File: config.mk
export PLATFORM = sky130hd
export DESIGN_NAME = mux_arbiter2
export DESIGN_NICKNAME = d
export VERILOG_FILES = /design/src/rtl/mux_arbiter2.sv
export SDC_FILE = /design/constraint.sdc
export NUM_CORES = 1
export LEC_CHECK = 0
export BUFFER_PORTS_ARGS = -buffer_cell sky130_fd_sc_hd__buf_2
export CORE_AREA = 3 3 43 55
export DETAILED_ROUTE_END_ITERATION = 7
export DIE_AREA = 0 0 46 58
export GPL_ROUTABILITY_DRIVEN = 1
export GPL_TIMING_DRIVEN = 0
export MAX_ROUTING_LAYER = met4
export SLEW_MARGIN = 10
export SYNTH_ARGS = -nofsm -noshare
export SYNTH_HDL_FRONTEND = slang
export SYNTH_SLANG_ARGS = --single-unit
File: constraint.sdc
create_clock -name Clock -period 3.7 [get_ports Clock]
set_input_delay 0.74 -clock Clock [delete_from_list [all_inputs] [get_ports Clock]]
set_output_delay 0.74 -clock Clock [all_outputs]
set_load 0.01 [all_outputs]
File: src/rtl/mux_arbiter2.sv
// mux_arbiter2: two-requester round-robin mux with a registered output stage.
// A three-state FSM owns the datapath; grants move on request drop or,
// optionally, after MAX_BURST beats.
// Optional feature macro: MUX_ARBITER2_BURST_LIMIT_EN (burst limiting).
//
// state      | meaning
// -----------+---------------------------------------------
// ST_IDLE    | no owner, waiting for a request
// ST_SERVE0  | requester 0 owns the datapath
// ST_SERVE1  | requester 1 owns the datapath
module mux_arbiter2 #(
    parameter int WIDTH     = 8,
    parameter int MAX_BURST = 4
) (
    input  logic             Clock,
    input  logic             Reset,
    input  logic             Req0,
    input  logic             Req1,
    input  logic [WIDTH-1:0] Input0,
    input  logic [WIDTH-1:0] Input1,
    output logic             Ack0,
    output logic             Ack1,
    output logic             Selector,
    output logic             OutValid,
    input  logic             OutReady,
    output logic [WIDTH-1:0] Output,
    output logic             OutSource
);

    localparam logic [1:0] ST_IDLE   = 2'd0;
    localparam logic [1:0] ST_SERVE0 = 2'd1;
    localparam logic [1:0] ST_SERVE1 = 2'd2;

    if (MAX_BURST < 1 || MAX_BURST > 255) begin : g_bad_max_burst
        $error("mux_arbiter2: MAX_BURST must be in 1..255");
    end

    logic [1:0]       state_q, state_d;
    logic             last_grant_q, last_grant_d;
    logic             out_valid_q, out_valid_d;
    logic [WIDTH-1:0] out_data_q, out_data_d;
    logic             out_src_q, out_src_d;
    logic             can_accept;
    logic             enter0, enter1;

`ifdef MUX_ARBITER2_BURST_LIMIT_EN
    localparam logic [7:0] MAX_BURST_C = 8'(MAX_BURST);
    logic [7:0] beat_count_q, beat_count_d;
`endif

    // Handshake: acks come straight from the owner state and downstream space.
    always_comb begin
        can_accept = !out_valid_q || OutReady;
        Ack0       = (state_q == ST_SERVE0) && Req0 && can_accept;
        Ack1       = (state_q == ST_SERVE1) && Req1 && can_accept;
        Selector   = (state_q == ST_SERVE1);
        OutValid   = out_valid_q;
        Output     = out_data_q;
        OutSource  = out_src_q;
    end

    // Next owner: round-robin on contention, hand-off on request drop or burst end.
    always_comb begin
        state_d      = state_q;
        last_grant_d = last_grant_q;
        enter0       = 1'b0;
        enter1       = 1'b0;
`ifdef MUX_ARBITER2_BURST_LIMIT_EN
        beat_count_d = beat_count_q;
`endif
        unique case (state_q)
            ST_IDLE: begin
                // last_grant_q=1 means requester 0 is next in line.
                enter0 = Req0 && (!Req1 || last_grant_q);
                enter1 = Req1 && (!Req0 || !last_grant_q);
            end
            ST_SERVE0: begin
                if (!Req0) begin
                    enter1 = Req1;
                    if (!Req1) state_d = ST_IDLE;
                end else if (Ack0) begin
`ifdef MUX_ARBITER2_BURST_LIMIT_EN
                    if (beat_count_q != MAX_BURST_C) beat_count_d = beat_count_q + 8'd1;
                    enter1 = (beat_count_d == MAX_BURST_C) && Req1;
`endif
                end
            end
            ST_SERVE1: begin
                if (!Req1) begin
                    enter0 = Req0;
                    if (!Req0) state_d = ST_IDLE;
                end else if (Ack1) begin
`ifdef MUX_ARBITER2_BURST_LIMIT_EN
                    if (beat_count_q != MAX_BURST_C) beat_count_d = beat_count_q + 8'd1;
                    enter0 = (beat_count_d == MAX_BURST_C) && Req0;
`endif
                end
            end
            default: state_d = ST_IDLE;
        endcase
        if (enter0) begin
            state_d      = ST_SERVE0;
            last_grant_d = 1'b0;
`ifdef MUX_ARBITER2_BURST_LIMIT_EN
            beat_count_d = 8'd0;
`endif
        end else if (enter1) begin
            state_d      = ST_SERVE1;
            last_grant_d = 1'b1;
`ifdef MUX_ARBITER2_BURST_LIMIT_EN
            beat_count_d = 8'd0;
`endif
        end
    end

    // Output stage: load on ack, drain on ready, otherwise hold.
    always_comb begin
        out_valid_d = out_valid_q;
        out_data_d  = out_data_q;
        out_src_d   = out_src_q;
        if (Ack0) begin
            out_valid_d = 1'b1;
            out_data_d  = Input0;
            out_src_d   = 1'b0;
        end else if (Ack1) begin
            out_valid_d = 1'b1;
            out_data_d  = Input1;
            out_src_d   = 1'b1;
        end else if (OutReady) begin
            out_valid_d = 1'b0;
        end
    end

    // State and output registers; reset discards any held beat.
    always_ff @(posedge Clock or posedge Reset) begin
        if (Reset) begin
            state_q      <= ST_IDLE;
            last_grant_q <= 1'b1;
            out_valid_q  <= 1'b0;
            out_data_q   <= '0;
            out_src_q    <= 1'b0;
`ifdef MUX_ARBITER2_BURST_LIMIT_EN
            beat_count_q <= 8'd0;
`endif
        end else begin
            state_q      <= state_d;
            last_grant_q <= last_grant_d;
            out_valid_q  <= out_valid_d;
            out_data_q   <= out_data_d;
            out_src_q    <= out_src_d;
`ifdef MUX_ARBITER2_BURST_LIMIT_EN
            beat_count_q <= beat_count_d;
`endif
        end
    end

endmodule

==> results of run 1 <==
[cells by family after synthesis]
family / count (synthesis) / share of synthesized area
buffers and inverters: 7 / 0.0622
AND/OR/NAND/NOR: 24 / 0.251
AO/OA/AOI/OAI: 15 / 0.194
flip-flops: 13 / 0.492
[registers in the layout, summed over array words and instances, names as in the netlist]
signal and cells:
state_q 2, OutSource 1, OutValid 1, last_grant_q 1
Output 8
[placed cells by master, fill, tap and decap left out, types with 2 or more instances in the layout]
cell type,netlist,routed
clkbuf_1,1,2
clkbuf_4,0,3
a31oi_1,2,2
o221a_1,7,7
buf_2,0,33
nor2b_1,2,2
nor2_1,3,3
or3_1,7,7
nand2b_1,3,3
nand3b_4,2,2
inv_1,3,3
nand3_1,2,2
buf_6,2,2
dfrtp_1,12,12
a21oi_1,2,2
[where the power goes]
group / internal, mW / leakage [nW] / total (mW) / switching, mW
combinational: 0.0968 / 0.271 / 0.186 / 0.0889
clock: 0.0417 / 0.0150 / 0.0846 / 0.0430
sequential: 0.196 / 0.148 / 0.227 / 0.0308
[worst max-delay path: cells and delay by family]
kind	cells	cell delay, ns
buffers and inverters	3	0.58
AND/OR/NAND/NOR	2	0.27
[worst max path at each step]
stage	endpoint	start
after floorplan	Ack1	OutReady
after global placement	Ack1	OutReady
after detailed placement	Ack1	OutReady
after CTS	Ack1	OutReady
after global routing	Ack1	OutReady
final	Ack1	OutReady
[per-layer routing]
layer / GRT usage / vias to the layer above / routed length, µm
li1: - / 293 / -
met1: 0.164 / 279 / 644
met2: 0.183 / 24 / 669
met3: 0.0280 / 2 / 143
met4: 0.0488 / 0 / 7
met5: - / - / 0
[area by class of cell]
| class | instances | share of cell area |
|---|---|---|
| well taps | 20 | 0.0284 |
| multi-input cells | 39 | 0.336 |
| clock buffers | 4 | 0.0299 |
| repair buffers | 33 | 0.188 |
| flip-flops and latches | 13 | 0.371 |
| plain buffers | 3 | 0.0299 |
| inverters | 4 | 0.0171 |
==> impl_metrics.json, run 1 <==
{
  "antenna_found_initial": 0,
  "wl_per_cell_um": 12.6,
  "critPathMaxFanout": 10,
  "grt_pass1_vias": 566,
  "dpl.hpwl_um": 1150,
  "h-tree-depth": 1,
  "rows": 18,
  "crit_chain": "buf_2 -> nor2b_1 -> clkbuf_1 -> nor2_1 -> buf_2",
  "synth_top_area_cell": "dfrtp_1",
  "die_w_um": 46,
  "yosysSeqAreaShare": 0.492,
  "cts_tree": "built",
  "syn_area_per_cell_um2": 11.2,
  "min_period_ns": 2.34,
  "root_buffer": "clkbuf_4",
  "tns_ns": 0,
  "clock_sinks": 13,
  "placed_area_um2": 853,
  "final_max_slew_viol_count": 0,
  "ctsResizeCount": 0,
  "timing.rr.end": "Output[3]",
  "num_vias": 598,
  "start_util": 0.342,
  "p_total_uw": 497,
  "ys.flop_type": "dfrtp_1",
  "final_area_um2": 880,
  "synth_edf_count": 0,
  "p_leak_nw": 0.434,
  "netlist_top_cells_count": "dfrtp_1 (12), o221a_1 (7), or3_1 (7)",
  "cts_made_buffers": 3,
  "holdBufCountCts": 0,
  "reg2reg_slack_ns": 2.33,
  "critPathKind": "in2out",
  "fin_crit_sh": 0.632,
  "ys_ff_latch": 13,
  "die-area_um2": 2670,
  "synth_top_area_frac": 0.453,
  "drcViolationCount": 0,
  "first_iter_violations": 0,
  "cts_buffer_depth": 2,
  "synthCells": 59,
  "clk_transition_reported_paths_ns": 0.08,
  "cp_slowest_stage_delay_ns": 0.33,
  "n_antenna_cell": 0,
  "ios": 34,
  "relSlewSlack": 0.665,
  "crit_arrival_ns": 1.60,
  "grt.overflow.total": 0,
  "setup_violations": 0,
  "viasPerCell": 5.16,
  "r2r_start": "state_q[0]",
  "hold_violations": 0,
  "peakVddDrop_mv": 0.258,
  "area_growth_pct": 32.6,
  "syn-num-nets": 80,
  "synth.most_common_cell": "dfrtp_1",
  "dr.pass1.iters": 1,
  "post-route-util": 0.454,
  "io_buffers": 33,
  "drv_cap": 0,
  "startpoint_type": "primary input",
  "n_fill_cell": 205,
  "cts_setup_buffers": 0,
  "critPathRequiredTime_ns": 2.96,
  "grt_pass1_wl_um": 2420,
  "cpMaxStageDelayCell": "clkbuf_1",
  "yosys_warnings": 0,
  "dp_slack_ns": 1.33,
  "grt_max_degree": 14,
  "fp.dieH_um": 58,
  "power_density_nw_per_um2": 565,
  "fp.coreArea_um2": 1940,
  "skew_ns": 0.00594,
  "drt_wl_total_um": 1460,
  "rsz0062_at_grt": "false",
  "place.gp.congestion": 0.729,
  "async_flop_share": 1.00,
  "multi_input_area_um2": 295,
  "dp_cells": 112,
  "worstMarginPinSlew_ns": 0.503,
  "clkLatencyLatePin_ns": 0.27,
  "ys_top_cells_by_area": "dfrtp_1 (45%), o221a_1 (12%), or3_1 (6.6%)",
  "status": "complete, no violations",
  "syn_area_um2": 663,
  "drtAntennaViolNets": 0,
  "critPathCaptureType": "primary output",
  "final_cells": 116,
  "ff2ff_path_depth": 4,
  "ys_types": 24,
  "timing.hold.ws_ns": 0.484,
  "grt_usage": 0.125,
  "crit_top_cell": "buf_2",
  "regArea_um2": 327,
  "fin_nets": 118,
  "drive_gt1_frac": 0.458,
  "holdCritPathClass": "in2async",
  "timing.fmax_mhz": 428,
  "setup_slack_ns": 1.36
}
No activity file was read; power rests on OpenSTA's default activity.
==> run 2, diff against run 1 <==
==> constraint.sdc (replaced) <==
create_clock -name Clock -period 2 [get_ports Clock]
set_input_delay 0.4 -clock Clock [delete_from_list [all_inputs] [get_ports Clock]]
set_output_delay 0.4 -clock Clock [all_outputs]
set_load 0.01 [all_outputs]
==> run 2 against run 1 <==
Net effect:
- non-clock buffer count unchanged
- worst setup slack got worse by 1.2 ns
- register-to-register slack got worse by 1.7 ns
- combinational power up 85%
- sequential share of layout area down 0.053 points
- core utilization grew 0.065 points
- wire length barely moved
- power rose by 85%
- worst hold slack got worse by 0.34 ns
- global-route usage unchanged
- cell count unchanged
- first-iteration DRC count is 5 higher
- largest cell class unchanged
- largest power group unchanged
==> impl_metrics.json, run 2 (same netlist as run 1, synthesis figures left out) <==
{
  "status": "complete, no violations",
  "area_growth_pct": 32.8,
  "drtAntennaViolNets": 0,
  "antenna_found_initial": 0,
  "place.gp.congestion": 0.729,
  "grt_usage": 0.125,
  "fp.coreArea_um2": 1940,
  "placed_area_um2": 853,
  "clock_sinks": 13,
  "cts_made_buffers": 3,
  "hold_violations": 0,
  "fin_nets": 118,
  "min_period_ns": 1.79,
  "fin_crit_sh": 0.896,
  "drive_gt1_frac": 0.469,
  "num_vias": 597,
  "tns_ns": 0,
  "start_util": 0.342,
  "critPathCaptureType": "primary output",
  "n_fill_cell": 204,
  "relSlewSlack": 0.662,
  "dpl.hpwl_um": 1150,
  "power_density_nw_per_um2": 1040,
  "viasPerCell": 5.15,
  "p_leak_nw": 0.438,
  "ios": 34,
  "critPathRequiredTime_ns": 1.60,
  "grt_pass1_wl_um": 2420,
  "dr.pass1.iters": 4,
  "setup_violations": 0,
  "grt.overflow.total": 0,
  "ff2ff_path_depth": 4,
  "peakVddDrop_mv": 0.477,
  "layout.cells.most_common": "buf_2",
  "h-tree-depth": 1,
  "crit_arrival_ns": 1.39,
  "n_antenna_cell": 0,
  "cts_tree": "built",
  "clk_transition_reported_paths_ns": 0.08,
  "holdCritPathClass": "in2async",
  "skew_ns": 0.00544,
  "timing.fmax_mhz": 558,
  "root_buffer": "clkbuf_4",
  "critPathKind": "reg2out",
  "cts_buffer_depth": 2,
  "wl_per_cell_um": 12.6,
  "clkLatencyLatePin_ns": 0.27,
  "drv_cap": 0,
  "final_max_slew_viol_count": 0,
  "rsz0062_at_grt": "false",
  "worstMarginPinSlew_ns": 0.506,
  "reg2reg_slack_ns": 0.63,
  "largest_reg_flops": 8,
  "fp.dieH_um": 58,
  "drcViolationCount": 0,
  "final_area_um2": 881,
  "drt_wl_total_um": 1470,
  "startpoint_type": "flop",
  "final_cell_mix": "buf_2 (33), dfrtp_1 (12), or3_1 (7), o221a_1 (7)",
  "critPathMaxFanout": 10,
  "io_buffers": 33,
  "rows": 18,
  "die_w_um": 46,
  "grt_pass1_vias": 566,
  "die-area_um2": 2670,
  "first_iter_violations": 5,
  "holdBufCountCts": 0,
  "grt_max_degree": 14
}
## run 2: critical path, stage by stage (launching register included)
cell and delay (ns):
dfrtp_1 0.47, nand3b_4 0.21, nand2b_1 0.17, buf_6 0.14, inv_2 0.04, buf_2 0.11
## run 2: metal layers
| layer | track usage | vias to the layer above | wire [µm] |
|---|---|---|---|
| li1 | - | 290 | - |
| met1 | 0.164 | 281 | 643 |
| met2 | 0.183 | 24 | 670 |
| met3 | 0.0280 | 2 | 143 |
| met4 | 0.0488 | 0 | 7 |
| met5 | - | - | 0 |
## run 2: final timing paths
path                           endpoint        from
setup / recovery                   Ack0  state_q[1]
hold / removal                Output[7]       Reset
setup reg to reg              Output[3]  state_q[0]
hold reg to reg               OutSource   OutSource
max in group asynchronous  last_grant_q       Reset
min in group Clock         last_grant_q        Req0
## run 2: what timing repair did
action / in CTS / in global routing
buffers inserted: 0 / 0
resized for setup: 0 / 2
endpoints found under the setup margin: 0 / 1
## run 2: layout make-up
type | count | area, µm² | share of cell area
plain buffers | 3 | 27.5 | 0.0312
flip-flops and latches | 13 | 327 | 0.371
well taps | 20 | 25.0 | 0.0284
repair buffers | 33 | 165 | 0.187
inverters | 4 | 15.0 | 0.0170
multi-input cells | 39 | 295 | 0.335
clock buffers | 4 | 26.3 | 0.0298
## run 2: metrics by stage
step	std cells	hold WS [ns]	total power [mW]	utilization	setup slack, ns
global route	116	0.174	0.994	0.455	0.109
detailed placement	112	0.455	0.775	0.441	0.311
CTS	116	0.158	0.937	0.454	0.144
finish	116	0.145	0.920	0.455	0.208
global placement	112	0.453	0.768	0.441	0.309
floorplan	59	0.276	0.627	-	0.640
## run 2: report_power, final
| part | switching [mW] | internal (mW) |
|---|---|---|
| registers | 0.0561 | 0.362 |
| clock network | 0.0796 | 0.0771 |
| logic | 0.165 | 0.180 |
| total | 0.301 | 0.619 |
